File: config.mk
export PLATFORM = sky130hd
export DESIGN_NAME = alu_op_sequencer
export DESIGN_NICKNAME = d
export VERILOG_FILES = /design/src/rtl/alu_op_sequencer.sv
export SDC_FILE = /design/constraint.sdc
export NUM_CORES = 1
export LEC_CHECK = 0
export ABC_AREA = 0
export CAP_MARGIN = 20
export CELL_PAD_IN_SITES_DETAIL_PLACEMENT = 0
export CELL_PAD_IN_SITES_GLOBAL_PLACEMENT = 2
export CORE_AREA = 4 4 110 112
export DETAILED_ROUTE_END_ITERATION = 12
export DIE_AREA = 0 0 114 116
export PLACE_DENSITY_LB_ADDON = 0.1
export SLEW_MARGIN = 25
export SYNTH_ARGS = -nofsm -noshare
export SYNTH_HDL_FRONTEND = slang
export SYNTH_SLANG_ARGS = --single-unit
export TNS_END_PERCENT = 20
File: constraint.sdc
create_clock -name clk -period 2.67 [get_ports clk]
set_clock_uncertainty 0.05 [all_clocks]
set_input_delay 0.534 -clock clk [delete_from_list [all_inputs] [get_ports clk]]
set_output_delay 0.534 -clock clk [all_outputs]
set_load 0.02 [all_outputs]
File: src/rtl/alu_op_sequencer.sv
// Command sequencer for the 8-bit ALU: issue, wait, capture into a FWFT response FIFO.
// Optional ALU_SEQ_CHECK_EN adds chk_err, an expected-result check on y and parity.
module alu_op_sequencer #(
    parameter int WIDTH = 8,
    parameter int LAT   = 1,
    parameter int DEPTH = 4
) (
    input  logic                   clk,
    input  logic                   rst,
    input  logic                   cmd_valid,
    output logic                   cmd_ready,
    input  logic [WIDTH-1:0]       cmd_a,
    input  logic [WIDTH-1:0]       cmd_b,
    input  logic [1:0]             cmd_op,
    output logic [WIDTH-1:0]       alu_a,
    output logic [WIDTH-1:0]       alu_b,
    output logic [1:0]             alu_op,
    output logic                   alu_oe,
    input  logic [WIDTH-1:0]       alu_y,
    input  logic [4:0]             alu_flags,
    output logic                   rsp_valid,
    input  logic                   rsp_ready,
    output logic [WIDTH-1:0]       rsp_y,
    output logic [4:0]             rsp_flags,
    output logic [1:0]             rsp_op,
    output logic                   busy,
    output logic [$clog2(DEPTH):0] level
`ifdef ALU_SEQ_CHECK_EN
    ,
    output logic                   chk_err
`endif
);

    localparam int AW = $clog2(DEPTH);
    localparam int LW = AW + 1;

    localparam logic [1:0] IDLE = 2'd0;
    localparam logic [1:0] WAIT = 2'd1;
    localparam logic [1:0] DONE = 2'd2;

    logic [1:0]       state;
    logic [3:0]       cnt;
    logic [WIDTH-1:0] mem_y  [DEPTH];
    logic [4:0]       mem_f  [DEPTH];
    logic [1:0]       mem_op [DEPTH];
    logic [AW-1:0]    wptr;
    logic [AW-1:0]    rptr;
    logic             full;
    logic             accept;
    logic             push;
    logic             pop;

    // A slot is reserved at accept: only one op is ever in flight, and only from IDLE.
    assign full      = (level == LW'(DEPTH));
    assign cmd_ready = !rst && (state == IDLE) && !full;
    assign accept    = cmd_valid && cmd_ready;
    assign push      = (state == WAIT) && (cnt == 4'd0);
    assign rsp_valid = (level != '0);
    assign pop       = rsp_valid && rsp_ready;
    assign busy      = (state != IDLE);

    assign rsp_y     = rsp_valid ? mem_y[rptr]  : '0;
    assign rsp_flags = rsp_valid ? mem_f[rptr]  : '0;
    assign rsp_op    = rsp_valid ? mem_op[rptr] : '0;

    always_ff @(posedge clk) begin
        if (rst) begin
            state  <= IDLE;
            cnt    <= '0;
            alu_a  <= '0;
            alu_b  <= '0;
            alu_op <= '0;
            alu_oe <= 1'b0;
        end else begin
            case (state)
                IDLE: begin
                    if (accept) begin
                        alu_a  <= cmd_a;
                        alu_b  <= cmd_b;
                        alu_op <= cmd_op;
                        alu_oe <= 1'b1;
                        cnt    <= 4'(LAT - 1);
                        state  <= WAIT;
                    end
                end
                WAIT: begin
                    if (cnt == 4'd0) begin
                        alu_oe <= 1'b0;
                        state  <= DONE;
                    end else begin
                        cnt <= cnt - 4'd1;
                    end
                end
                DONE:    state <= IDLE;
                default: state <= IDLE;
            endcase
        end
    end

    always_ff @(posedge clk) begin
        if (push) begin
            mem_y[wptr]  <= alu_y;
            mem_f[wptr]  <= alu_flags;
            mem_op[wptr] <= alu_op;
        end
    end

    always_ff @(posedge clk) begin
        if (rst) begin
            wptr  <= '0;
            rptr  <= '0;
            level <= '0;
        end else begin
            if (push) wptr <= wptr + 1'b1;
            if (pop)  rptr <= rptr + 1'b1;
            case ({push, pop})
                2'b10:   level <= level + 1'b1;
                2'b01:   level <= level - 1'b1;
                default: level <= level;
            endcase
        end
    end

`ifdef ALU_SEQ_CHECK_EN
    logic [WIDTH-1:0] exp_y;

    always_comb begin
        exp_y = '0;
        case (alu_op)
            2'b00:   exp_y = alu_a + alu_b;
            2'b01:   exp_y = alu_a - alu_b;
            2'b10:   exp_y = alu_a & alu_b;
            default: exp_y = alu_a ^ alu_b;
        endcase
    end

    always_ff @(posedge clk) begin
        if (rst) chk_err <= 1'b0;
        else     chk_err <= push && ((exp_y != alu_y) ||
                                     ((^exp_y) != alu_flags[0]));
    end
`endif

endmodule

After elaboration in Yosys (flattened, before gate mapping)
Memory sizes are Yosys's and may differ from the RTL's. A register that Yosys moved wholly into a read port is not among the register bits. Index checks and enable logic that the tools add are counted.

$add $sub $neg: 5. Equality and inequality tests: 7. Muxes and demuxes: 21. Reductions and logical operators: 17.

Operator list (count): 2-to-1 mux 2 bit (9); 2-to-1 mux 4 bit (2); 2-to-1 mux 8 bit (1); case mux 4 bit (2 select lines) (1); case mux 3 bit (2 select lines) (1); AND reduction 3 bit (2); nonzero test 2 bit (3); logical AND 1 bit (5); 2-to-1 mux 5 bit (1); adder 2 x 1 -> 2 bit, second input constant (2); == test 2 x 1 -> 1 bit, second input constant (2); logical NOT 4 bit (1); 2-to-1 mux 1 bit (4); != test 2 bit, second input constant (2); case mux 2 bit (2 select lines) (1); AND reduction 2 bit (2); subtractor 4 x 1 -> 4 bit, second input constant (1); adder 3 x 1 -> 3 bit, second input constant (1); == test 3 bit, second input constant (1); nonzero test 3 bit (1); subtractor 3 x 1 -> 3 bit, second input constant (1); == test 2 bit, second input constant (1); logical NOT 1 bit (2); logical NOT 2 bit (1); other kinds (2) (2).

Flip-flop bits (word level): 32. Bits in writable memories: 60. Input bits: 35. Word-level logic and storage cells: 62. Memories kept: 3.

Memory list: mem_y (words 4, bits a word 8, rd ports 1, clocked after Yosys merged registers in 1, write ports 1, RTL line 43) `logic [WIDTH-1:0] mem_y [DEPTH];`; mem_f (words 4, bits a word 5, rd ports 1, clocked after Yosys merged registers in 1, write ports 1, RTL line 44) `logic [4:0] mem_f [DEPTH];`; mem_op (words 4, bits a word 2, rd ports 1, clocked after Yosys merged registers in 1, write ports 1, RTL line 45) `logic [1:0] mem_op [DEPTH];`.

Logic depth before layout (Yosys ltp)
Word-level depth: 6. Gate-level depth with buffers: 10.

Worst setup path after synthesis
No wires, ideal clock.

Path type: flip-flop to flip-flop. From: register cnt[0]. To: register level[2]. Library setup time: 0.070 ns. Arrival time: 2.003 ns. Slack: 0.547 ns. Stages on the path, launching flop included: 11. Buffers on the path: 0. Cell sequence: dfxtp_1 > inv_1 > ha_1 > nor3b_2 > nand2_1 > ha_1 > inv_1 > fa_1 > xor2_1 > or3_1 > a21oi_1.

Word-level cells in the longest chain between the ends: 4.

Ends and longest elaborated chain: from (decl) (RTL line 42) `logic [3:0] cnt;`; from (signal assigned) (RTL line 82) `cnt <= 4'(LAT - 1);`; from (signal assigned) (RTL line 91) `cnt <= cnt - 4'd1;`; logical NOT 4 bit * (RTL line 57) `assign push = (state == WAIT) && (cnt == 4'd0);`; logical AND 1 bit * (RTL line 57); == test 2 x 1 -> 1 bit or == test 2 bit (tied branches) (RTL line 116) `case ({push, pop})`; case mux 3 bit (2 select lines) or nonzero test 2 bit (tied branches); to (signal assigned) (RTL line 117) `2'b10: level <= level + 1'b1;`; to (signal assigned) (RTL line 118) `2'b01: level <= level - 1'b1;`; to (signal assigned) (RTL line 119) `default: level <= level;`; to (decl) (RTL line 27) `output logic [$clog2(DEPTH):0] level`.

Every way passes the cells marked *; elsewhere a longest branch is shown, timed or not. A chain may end at the register's enable or synchronous reset.

Final worst setup path
From: register state[1]. To: output port cmd_ready.

Word-level cells in the longest chain between the ends: 3.

Ends and longest elaborated chain: from (decl) (RTL line 41) `logic [1:0] state;`; from (signal assigned) (RTL line 68) `state <= IDLE;`; from (signal assigned) (RTL line 83) `state <= WAIT;`; from (signal assigned) (RTL line 89) `state <= DONE;`; logical NOT 2 bit (RTL line 55) `assign cmd_ready = !rst && (state == IDLE) && !full;`; logical AND 1 bit (2 in a row) (RTL line 55); to (decl) (RTL line 11) `output logic cmd_ready,`.

No other way between the ends.

==> summary.md <==
| Metric | Value |
|---|---|
| Fin crit share | 96.0% |
| Status | completed |
| Lkg Pwr | between 1.5 and 2 nW |
| Router iterations before antenna repair | 4 |
| PnR worst setup slack | 0.106 ns |
| Nets | 397 |
| Worst slew pin tran | ~0.66 ns |
| Worst-path clk slew | 0.07 ns |
| CP Launch Type | flop |
| Ports | 75 |
| Synthesized area | ~0.0038 mm^2 |
| Min-Delay Path Class | flop to flop |
| Pin count of the biggest net entering global routing | 36 |
| Setup TNS | 0 ns |
| Hold Fails Final Rpt | 0 |
| Area of the die | ~0.013 mm^2 |
| # rows | 39 |
| Switching power | 0.00126 W |
| PwrDens | between 800 and 900 mW/mm^2 |
| Syn. warnings | 0 |
| Max H-tree Level | 3 |
| Combinational fraction of design power | 31.2% |
| Crit end category | output pin |
| Rel. slew slack | 55.8% |
| Critical Path End | cmd_ready |
| Avg Vias per Cell | about 4.9 |
| RR Endpoint | level[2]$_SDFFE_PP0P_ |
| Iter 0 DRT Violations | 68 |
| CP Class | flop to output pin |
| Hold slack | 0.426 ns |
| Total grt overflow | 0 |
| Worst-Skew Late Latency | 0.33 ns |
| Initial antenna violation count | 0 |
| Final HPWL DP | 5190 um |
| Syn avg cell area | 14.2 um^2 |
| Reg2reg setup slack | 0.43 ns |
| Root Driver | clkbuf_16 |
| Top_reg_cell synth | edfxtp_1 |
| Crit path largest cell delay | 0.67 ns |
| Seq cells post-synth | 94 |
| WL per Instance | 16.4 um |
| RSZ-0062 raised after global routing | false |
| Most common cell after layout, fill and taps aside | edfxtp_1 |
| Pre-CTS WS | about 0.17 ns |
| Setup Fix Bufs, Post-CTS | 0 |
| EDFF count, synth | 60 |
| Post-route ant nets | 0 |
| Synthesized netlist cell count | ~270 |
| Post-Synthesis Net Count | 312 |
| CP max stage cell | clkdlybuf4s50_1 |
| WP data required | between 2 and 2.5 ns |
| Most frequent cells in the layout | edfxtp_1 (60), clkdlybuf4s50_1 (59), dfxtp_1 (34), a21oi_1 (22), nand3_1 (21) |
| Starting Density | 34.1% |
| IO buf count | between 70 and 80 |
| Ant. Diodes | 0 |
| Async S/R FF share, synth | 0% |
| Power share of the sequential group | between 40 and 50% |
| Critical path data arrival time | 1.98 ns |
| CTS tree | yes |
| First-pass GRT wire length | 13200 um |
| Seq/Total Area, Yosys | roughly 65% |
| Ratio of cells with drive above 1 in the final layout | 14.8% |
| Die height | 116 um |
| Distinct cells, synth | 42 |
| Int Power | 0.00288 W |
| Fin. max-slew vios | 0 |
| Number of global-route vias before repair | 2491 |
| Reg2Reg Depth | 10 |
| Max Root-Sink Buffers | 2 |
| Filler cell count | 1042 |
| Detailed Route WL | approximately 8200 um |
| Via count | about 2500 |
| Sw frac | between 30% and 40% |
| Peak supply drop | 0.342 mV |
| Worst-path cell chain | or2_2 > nor3_1 > clkdlybuf4s50_1 |
| Max-cap violation count | 0 |
| Buf/Inv on CP | 1 |
| TritonCTS Buffers | 9 |
| Area growth syn-to-layout | 31.8% |
| Die Width | 114 um |
| Crit path time final | approximately 2.6 ns |
| Clock sink count | 94 |
| Hold Crit Start | alu_b[7]$_SDFFE_PP0P_ |
| DRC viols | 0 |
| Worst R2R Start | cnt[0]$_SDFFE_PP0P_ |
| Crit Path Max Fanout | 5 |
| CP Depth | 3 |
| Max Freq | between 0.3 and 0.4 GHz |
| GRT Overall Usage | approximately 13% |
| Cell family with most CP delay | buffers and inverters |
| Core area | 0.0112 mm^2 |
| Final setup fails | 0 |
| Clock power frac | 28.0% |
| Gp weighted congestion | about 0.7 |
| Worst setup path startpoint | state[1]$_SDFFE_PP0P_ |
## cell type report
| class | instances | area, um^2 | share of cell area, % |
|---|---|---|---|
| timing repair buffer | 90 | 862 | 17.1 |
| inverter | 10 | 37.5 | 0.743 |
| multi-input combinational | 149 | 1220 | 24.2 |
| sequential | 94 | 2480 | 49.2 |
| clock inverter | 6 | 37.5 | 0.743 |
| tap | 143 | 179 | 3.54 |
| clock buffer | 10 | 229 | 4.53 |
## synth_stat cells, types with 2 or more instances
cell / instances / area (um^2)
o21ai_0: 16 / 80.1
nor3_1: 3 / 15.0
and2b_1: 6 / 45.0
nor3b_2: 2 / 25.0
clkbuf_1: 7 / 26.3
and3_1: 4 / 25.0
a31oi_1: 2 / 12.5
edfxtp_1: 60 / 1800
inv_1: 10 / 37.5
o21ai_1: 5 / 25.0
buf_6: 3 / 33.8
or3_1: 2 / 12.5
nor2_1: 8 / 30.0
buf_2: 4 / 20.0
buf_4: 2 / 15.0
o31ai_1: 2 / 15.0
nor2b_1: 10 / 62.6
mux4_2: 15 / 338
a21oi_1: 22 / 110
xor2_1: 4 / 35.0
nand2_1: 2 / 7.51
ha_1: 7 / 87.6
dfxtp_1: 34 / 681
nand3_1: 21 / 105
## per-stage QoR
stage | utilization, % | total power (W) | cells | area (um^2)
2_1_floorplan | - | 0.00251 | 269 | 3830
3_3_place_gp | 42.7 | 0.00312 | 486 | 4790
3_5_place_dp | 42.7 | 0.00312 | 486 | 4790
4_1_cts | 44.9 | 0.00421 | 502 | 5040
5_1_grt | 45.0 | 0.00438 | 502 | 5050
6_report | 45.0 | 0.00414 | 502 | 5050
## registers in the layout, summed over array words and instances (netlist names), named ones only
signal	cells
mem_y	32
mem_f	20
alu_a	8
alu_b	8
mem_op	8
cnt	4
level	3
alu_op	2
rptr	2
state	2
wptr	2
alu_oe	1
## layer usage
metal  GRT usage (%)  wire length, um
met1            16.6             3800
met2            20.4             3820
met3            4.44              490
met4            4.51              114
met5               0                0
## what timing repair did
action,in CTS,in global routing
gates resized for setup,13,2
hold buffers,0,0
endpoints found under the setup margin,13,2
## how the worst min path moves through the flow
stage,slack (ns),cells past startpoint,endpoint
6_report,0.43,2,alu_b[7]$_SDFFE_PP0P_
5_1_grt,0.45,2,alu_a[2]$_SDFFE_PP0P_
4_1_cts,0.43,2,alu_b[7]$_SDFFE_PP0P_
3_5_place_dp,0.42,2,alu_b[7]$_SDFFE_PP0P_
3_3_place_gp,0.41,2,alu_a[3]$_SDFFE_PP0P_
2_1_floorplan,0.43,2,wptr[0]$_SDFFE_PP0P_
## power by group through the flow
stage | registers (W) | logic [W] | clock network, W
final | 0.00169 | 0.00129 | 0.00116
after global routing | 0.00170 | 0.00141 | 0.00127
after CTS | 0.00169 | 0.00133 | 0.00119
after detailed placement | 0.00172 | 0.00140 | 0
after global placement | 0.00172 | 0.00140 | 0
after floorplan | 0.00177 | 0.000740 | 0
## kinds of logic after synthesis
logic type                 Yosys count  synth area share, %
AOI/OAI and AO/OA                   53                 7.84
DFF                                 94                 64.8
buffers and inverters               26                 3.46
xor gates and xnor gates             4                0.914
adders and majority gates            8                 2.81
muxes                               16                 9.11
and+or+nand+nor                     68                 11.1
## tightest hold or removal path: cells and delay by family (launching register included)
family	cells	cell delay, ns
DFF	1	0.31
AOI/OAI and AO/OA	2	0.12
No activity file was read; power rests on OpenSTA's default activity.
